## config.mk

```make
export PLATFORM = sky130hd
export DESIGN_NAME = rf_onehot_store_flat
export DESIGN_NICKNAME = d
export VERILOG_FILES = /design/src/rtl/rf_onehot_store_if.sv /design/src/rtl/rf_onehot_store.sv /design/src/flat_wrapper.sv
export SDC_FILE = /design/constraint.sdc
export NUM_CORES = 2
export LEC_CHECK = 0
export ABC_CLOCK_PERIOD_IN_PS = 8000
export CAP_MARGIN = 30
export CORE_MARGIN = 1
export CORE_UTILIZATION = 38
export CTS_CLUSTER_SIZE = 10
export DETAILED_ROUTE_END_ITERATION = 10
export PLACE_DENSITY = 0.55
export SETUP_SLACK_MARGIN = 0.05
export SKIP_CTS_REPAIR_TIMING = 1
export SLEW_MARGIN = 20
export SYNTH_ARGS = -nofsm -noshare
export SYNTH_HDL_FRONTEND = slang
export SYNTH_SLANG_ARGS = --single-unit
export TNS_END_PERCENT = 5
```

## constraint.sdc

```tcl
create_clock -name clk -period 8 [get_ports clk]
set_input_delay 1.6 -clock clk [delete_from_list [all_inputs] [get_ports clk]]
set_output_delay 1.6 -clock clk [all_outputs]
set_load 0.03 [all_outputs]
```

## src/rtl/rf_onehot_store_if.sv

```systemverilog
// Bus between the write-address decoder / read requester and the one-hot
// register file: write select and data, read request and addresses, error
// clear, and the registered read data and status coming back.
interface rf_onehot_store_if #(
  parameter int DATA_W = 32
);
  logic [31:0]       we_sel;
  logic [DATA_W-1:0] wdata;
  logic              rd_req;
  logic [4:0]        ra1;
  logic [4:0]        ra2;
  logic              err_clr;
  logic              rd_valid;
  logic [DATA_W-1:0] rd1;
  logic [DATA_W-1:0] rd2;
  logic [4:0]        wsel_idx;
  logic              wsel_err;
  logic              err_sticky;

  modport master (
    output we_sel, wdata, rd_req, ra1, ra2, err_clr,
    input  rd_valid, rd1, rd2, wsel_idx, wsel_err, err_sticky
  );

  modport slave (
    input  we_sel, wdata, rd_req, ra1, ra2, err_clr,
    output rd_valid, rd1, rd2, wsel_idx, wsel_err, err_sticky
  );
endinterface

```

## src/rtl/rf_onehot_store.sv

```systemverilog
// 32-entry register file written through a one-hot select. The select is
// encoded back to a binary index and rejected when more than one bit is set.
// Two registered read ports with write-to-read bypass; entry 0 can be
// hardwired to zero.
module rf_onehot_store #(
  parameter int DATA_W   = 32,
  parameter bit ZERO_REG = 1'b1
) (
  input logic              clk,
  input logic              rst_n,
  rf_onehot_store_if.slave bus
);
  localparam int NREG = 32;

  logic [DATA_W-1:0] r_mem [NREG];

  logic [4:0]        w_idx;
  logic              w_any;
  logic              w_multi;
  logic              w_one;
  logic              w_wr;
  logic [DATA_W-1:0] w_rd1_p0;
  logic [DATA_W-1:0] w_rd2_p0;

  logic              r_vld_p1;
  logic [DATA_W-1:0] r_rd1_p1;
  logic [DATA_W-1:0] r_rd2_p1;
  logic [4:0]        r_wsel_idx;
  logic              r_wsel_err;
  logic              r_err_sticky;

  // Read value of one port: zero register, then same-cycle write bypass,
  // then stored contents.
  function automatic logic [DATA_W-1:0] rd_sel(input logic [4:0] ra);
    logic [DATA_W-1:0] v;
    if (ZERO_REG && (ra == 5'd0))
      v = '0;
    else if (w_wr && (w_idx == ra))
      v = bus.wdata;
    else
      v = r_mem[ra];
    return v;
  endfunction

  // Clearing the lowest set bit leaves something only when two or more were set.
  assign w_any   = |bus.we_sel;
  assign w_multi = |(bus.we_sel & (bus.we_sel - 32'd1));
  assign w_one   = w_any & ~w_multi;
  assign w_wr    = w_one & ~(ZERO_REG && (w_idx == 5'd0));

  // One-hot to binary encoder; only meaningful when exactly one bit is set.
  always_comb begin
    w_idx = '0;
    for (int i = 0; i < NREG; i++) begin
      if (bus.we_sel[i]) w_idx = i[4:0];
    end
  end

  // Read-port selection for this cycle's request.
  always_comb begin
    w_rd1_p0 = rd_sel(bus.ra1);
    w_rd2_p0 = rd_sel(bus.ra2);
  end

  // Storage array: cleared by reset, one entry updated per valid write.
  always_ff @(posedge clk) begin
    if (!rst_n) begin
      for (int i = 0; i < NREG; i++) r_mem[i] <= '0;
    end else if (w_wr) begin
      r_mem[w_idx] <= bus.wdata;
    end
  end

  // ---- stage p0 -> p1: registered read ports ----
  always_ff @(posedge clk) begin
    if (!rst_n) begin
      r_vld_p1 <= 1'b0;
      r_rd1_p1 <= '0;
      r_rd2_p1 <= '0;
    end else begin
      r_vld_p1 <= bus.rd_req;
      if (bus.rd_req) begin
        r_rd1_p1 <= w_rd1_p0;
        r_rd2_p1 <= w_rd2_p0;
      end
    end
  end

  // Write-select status: last accepted index, error pulse and sticky flag.
  always_ff @(posedge clk) begin
    if (!rst_n) begin
      r_wsel_idx   <= '0;
      r_wsel_err   <= 1'b0;
      r_err_sticky <= 1'b0;
    end else begin
      if (w_one) r_wsel_idx <= w_idx;
      r_wsel_err <= w_multi;
      if (w_multi)
        r_err_sticky <= 1'b1;
      else if (bus.err_clr)
        r_err_sticky <= 1'b0;
    end
  end

  assign bus.rd_valid   = r_vld_p1;
  assign bus.rd1        = r_rd1_p1;
  assign bus.rd2        = r_rd2_p1;
  assign bus.wsel_idx   = r_wsel_idx;
  assign bus.wsel_err   = r_wsel_err;
  assign bus.err_sticky = r_err_sticky;
endmodule

```

## src/flat_wrapper.sv

```systemverilog
// flat-port wrapper written by rule: the top's interface ports become plain ports
module rf_onehot_store_flat 
#(
  parameter int DATA_W   = 32,
  parameter bit ZERO_REG = 1'b1
)
  (clk, rst_n, bus_we_sel, bus_wdata, bus_rd_req, bus_ra1, bus_ra2, bus_err_clr, bus_rd_valid, bus_rd1, bus_rd2, bus_wsel_idx, bus_wsel_err, bus_err_sticky);
  rf_onehot_store_if #(.DATA_W(DATA_W)) bus_i ();
  input logic clk;
  input logic rst_n;
  input wire logic [$bits(bus_i.we_sel)-1:0] bus_we_sel;
  input wire logic [$bits(bus_i.wdata)-1:0] bus_wdata;
  input wire logic [$bits(bus_i.rd_req)-1:0] bus_rd_req;
  input wire logic [$bits(bus_i.ra1)-1:0] bus_ra1;
  input wire logic [$bits(bus_i.ra2)-1:0] bus_ra2;
  input wire logic [$bits(bus_i.err_clr)-1:0] bus_err_clr;
  output wire logic [$bits(bus_i.rd_valid)-1:0] bus_rd_valid;
  output wire logic [$bits(bus_i.rd1)-1:0] bus_rd1;
  output wire logic [$bits(bus_i.rd2)-1:0] bus_rd2;
  output wire logic [$bits(bus_i.wsel_idx)-1:0] bus_wsel_idx;
  output wire logic [$bits(bus_i.wsel_err)-1:0] bus_wsel_err;
  output wire logic [$bits(bus_i.err_sticky)-1:0] bus_err_sticky;
  assign bus_i.we_sel = bus_we_sel;
  assign bus_i.wdata = bus_wdata;
  assign bus_i.rd_req = bus_rd_req;
  assign bus_i.ra1 = bus_ra1;
  assign bus_i.ra2 = bus_ra2;
  assign bus_i.err_clr = bus_err_clr;
  assign bus_rd_valid = bus_i.rd_valid;
  assign bus_rd1 = bus_i.rd1;
  assign bus_rd2 = bus_i.rd2;
  assign bus_wsel_idx = bus_i.wsel_idx;
  assign bus_wsel_err = bus_i.wsel_err;
  assign bus_err_sticky = bus_i.err_sticky;
  rf_onehot_store #(.DATA_W(DATA_W), .ZERO_REG(ZERO_REG)) u_core (.clk(clk), .rst_n(rst_n), .bus(bus_i));
endmodule
```

## Word-level counts from Yosys, hierarchy flattened

Memories as Yosys holds them, arrays and structs flattened.
Index checks and enable logic that the tools add are counted.
W data, S select, Z words.

| word-level totals | value |
|---|---|
| register bits | 72 |
| memory bits (writable) | 1024 |
| output and inout port bits | 72 |
| word-level logic and storage cells | 68 |
| memories | 1 |

| operators by class | value |
|---|---|
| add/subtract/negate cells | 1 |
| eq/ne operators | 2 |
| mux-type cells | 44 |
| bitwise gates (word level) | 5 |
| reductions and logical operators | 9 |

Memory list:

| name | words | bits a word | read ports | clocked after Yosys merged registers in | write ports | line | RTL |
|---|---|---|---|---|---|---|---|
| u_core.r_mem | 32 | 32 | 2 | 0 | 32 | rf_onehot_store.sv:15 | `logic [DATA_W-1:0] r_mem [NREG];` |

Operators by type and width:

| operator | number |
|---|---|
| $mux W32 | 5 |
| $mux W5 | 31 |
| $reduce_or A32 Y1 | 3 |
| $and A32 B32 Y32 | 1 |
| $sub A32 B1 Y32 const B | 1 |
| $logic_not A5 Y1 | 3 |
| $eq A5 B5 Y1 | 2 |
| $mux W1 | 8 |
| $and A1 B1 Y1 | 2 |
| $logic_and A1 B1 Y1 | 2 |
| $not A1 Y1 | 2 |
| $reduce_bool A2 Y1 | 1 |

## Longest topological paths before layout

| logic depth | value |
|---|---|
| depth after elaboration | 39 |
| mapped depth | 11 |

## Worst setup path before layout

Ideal clock, no wire load.

| timing path | value |
|---|---|
| path type | input port to flip-flop |
| from | input bus_we_sel[6] |
| to | memory u_core.r_mem[25][0], enable pin |
| arrival | 5923 ps |
| setup slack | 1612 ps |
| cell stages on the path | 9 |
| path buffers | 2 |
| cells stage by stage | nor4_1 nand4_1 buf_2 o31ai_1 o2111ai_1 nor4_4 nand4_1 buf_2 o21ai_0 |

RTL lines:

| item | line | RTL |
|---|---|---|
| from (decl) | flat_wrapper.sv:11 | `input wire logic [$bits(bus_i.we_sel)-1:0] bus_we_sel;` |
| to (decl) | rf_onehot_store.sv:15 |  |

==> summary.md <==
| Metric | Value |
|---|---|
| Number of endpoints with negative hold slack in the final report | 0 |
| Number of flops mapped to enable cells by yosys | 1024 |
| Wire length of the first global-routing pass | 286000 um |
| # setup viols final | 0 |
| Static power due to leakage | 21.9 nW |
| Synth Cell Area | 57800 um2 |
| TNS Setup | 0 ns |
| Clock H-tree levels | 4 |
| Worst R2R Setup Slack | 5.33 ns |
| Number of cells on the worst hold path | 2 |
| Finished Layout Cells | 5834 |
| Cell type contributing the most total cell area after synthesis | edfxtp_1 |
| Die extent in y | 392 um |
| IO Pins | 150 |
| Final core occ | 44.2% |
| Sequential share of the synthesized area | 55.7% |
| Global placer's final weighted congestion | 0.838 |
| CP Data Required Time | 8.38 ns |
| Status | finished, final reports clean |
| Most instantiated cells after synthesis | edfxtp_1 (1024), and2_1 (996), mux4_2 (640), clkbuf_1 (316) |
| RSZ-0062 raised after global routing | no |
| First-pass iteration count of the detailed router | 5 |
| Count of fill cells added during filler insertion | 13.0k |
| Synthesized area per cell | 15.8 um2 |
| Die Area | 154000 um2 |
| Yosys synthesis warning count | 0 |
| Clock sinks | 1096 |
| Floorplan Core Area | 150000 um2 |
| Starting utilization of the core area | 38.4% |
| Critical path class | primary input to flip-flop |
| Total Routing Usage GR | 27.1% |
| Worst-case reg-to-reg path depth | 5 |
| Antenna violations before repair | 20 |
| Gate Count Post-Synth | 3655 |
| Master cell of the clock root buffer | clkbuf_16 |
| Highest clock rate | 160 MHz |
| Total Wirelength | 206000 um |
| Total vias in the final route | 35.7k |
| Total of buffers placed on input and output ports | 149 |
| Clock buffers created by TritonCTS | 134 |
| Starting DRT DRC Count | 4681 |
| Critical path data arrival time | 6.62 ns |
| Vias in the first global route | 35.6k |
| Fraction of the cycle the final worst path needs | 78.1% |
| HP Class | flip-flop to flip-flop |
| Distinct cell type count after synthesis | 60 |
| Minimum clock period after layout | 6.25 ns |
| Cells taking the most area after synthesis | edfxtp_1 (53%), mux4_2 (25%), and2_1 (11%) |
| Number of max-cap violations | 0 |
| Clk slew on worst S/H paths | 0.05 ns |
| Pwr/cell area | 214 nW/um2 |
| Area Overhead vs Synth | 15.0% |
| Most used DFF post-synth | edfxtp_1 |
| Fraction of final layout cells sized beyond drive strength 1 | 28.4% |
| Type of origin of the critical path | primary input |
| Tightest Pin Transition | 1.10 ns |
| Top-area cell type share of the netlist area | 53.2% |
| Number of register bits inferred by synthesis | 1096 |
| Maximum number of pins on one net before global-route repair | 120 |
| Most common cell in the netlist | edfxtp_1 |
| Highest net fanout along the worst path | 32 |
| Remaining antenna violation count | 0 |
| Final clock skew | 0.0259 ns |
| Placed Cells | 5604 |
| Total DRC errors in the routed layout | 0 |
| Detailed placer's ending HPWL | 123000 um |
| GR Overflow Total | 0 |
| IR Drop Worst-Case VDD | 134 uV |
| Std-Cell Rows | 142 |
| Headroom to the max-slew limit | 26.9% |
| Max-slew violation count | 0 |
| Clock tree from TritonCTS | yes |
| Worst-case clock buffer depth | 3 |
| Clock network latency to the later pin of the worst-skew pair | 0.77 ns |
| Number of nets in the finished design | 3806 |
| Wire length per cell after detailed routing | 35.3 um |
| Share of synthesized registers carrying an async set or reset | 0% |
| Die Span X | 392 um |
| Capturing element type of the critical path | flip-flop |
| DR vias/cell | 6.13 |
[worst paths after layout]
check                                           from             endpoint
worst min register to register    u_core.bus.rd2[13]   u_core.bus.rd2[13]
worst max-delay path                   bus_we_sel[6]  u_core.r_mem[24][8]
worst max register to register  u_core.r_mem[13][24]   u_core.bus.rd1[24]
worst min-delay path              u_core.bus.rd2[13]   u_core.bus.rd2[13]
[cell type report]
cell class	instances	area, um2	share of cell area, %
inverter	8	30.0	0.0451
clock inverter	21	195	0.293
clock buffer	192	3730	5.60
antenna	13	32.5	0.0489
multi-input combinational	2191	24800	37.3
sequential	1096	32200	48.4
timing repair buffer	297	3000	4.50
tap	2016	2520	3.79
[per-layer routing]
| metal | share of wire (%) | GRT usage [%] |
|---|---|---|
| met3 | 9.8 | 5.82 |
| met4 | 3.2 | 8.88 |
| met5 | 0.0063 | 0 |
| met2 | 46 | 41.4 |
| met1 | 41 | 38.3 |
[registers in the layout, summed over array words and instances (netlist names)]
signal,count
u_core.bus.wsel_idx,5
u_core.bus.err_sticky,1
u_core.bus.rd2,32
u_core.bus.wsel_err,1
u_core.r_mem,1024
u_core.bus.rd_valid,1
u_core.bus.rd1,32
[cells by family (layout without fill, tap and decap cells)]
kind of cell | Yosys count | in the layout | synth area share [%]
other | 1 | 45 | 0.00648
DFF | 1096 | 1096 | 55.7
muxes | 704 | 704 | 26.1
and+or+nand+nor | 1225 | 1225 | 12.9
xor gates and xnor gates | 7 | 7 | 0.106
buffers and inverters | 399 | 518 | 2.63
adders and majority gates | 2 | 2 | 0.0346
AOI/OAI and AO/OA | 221 | 221 | 2.53
[layout by cell type (no fill, tap or decap), types with 9 or more instances in the layout]
cell	count
nor4_1	9
o21ai_4	30
o21ai_0	43
o31ai_1	41
and2_1	996
nor3_1	38
clkbuf_1	47
nor2_1	19
conb_1	32
nor2_4	30
a21oi_1	43
dfxtp_1	72
mux4_2	640
mux2i_1	32
or4_1	9
edfxtp_1	1024
mux2_2	32
clkbuf_16	138
nand3_1	10
clkdlybuf4s50_1	133
a32o_1	32
buf_12	23
buf_4	119
diode_2	13
nand2_1	44
or3_1	36
[where the power goes]
group / internal (W) / leakage (nW) / switching [W]
combinational: 0.000786 / 9.67 / 0.00102
sequential: 0.00657 / 10.3 / 0.000172
clock: 0.00325 / 1.90 / 0.00242
total: 0.0106 / 21.9 / 0.00361
[per-stage QoR]
| step | area, um2 | setup WS [ns] | total power (W) | hold WS, ns |
|---|---|---|---|---|
| 2_1_floorplan | 58000 | 1.61 | 0.00786 | 0.586 |
| 3_3_place_gp | 62200 | 1.13 | 0.00862 | 0.442 |
| 3_5_place_dp | 62500 | 1.13 | 0.00864 | 0.444 |
| 4_1_cts | 66400 | 1.92 | 0.0143 | 0.457 |
| 5_1_grt | 66500 | 1.39 | 0.0146 | 0.485 |
| 6_report | 66500 | 1.75 | 0.0142 | 0.455 |
[critical path, stage by stage]
cell	delay [ns]
clkdlybuf4s50_1	0.50
nor4_1	0.57
nand4_1	0.49
o41ai_1	0.48
o2111ai_1	0.29
nor4_4	0.50
nand4b_1	0.77
buf_4	0.49
o21ai_4	0.14
buf_4	0.74
(Power assumes the default switching activity.)
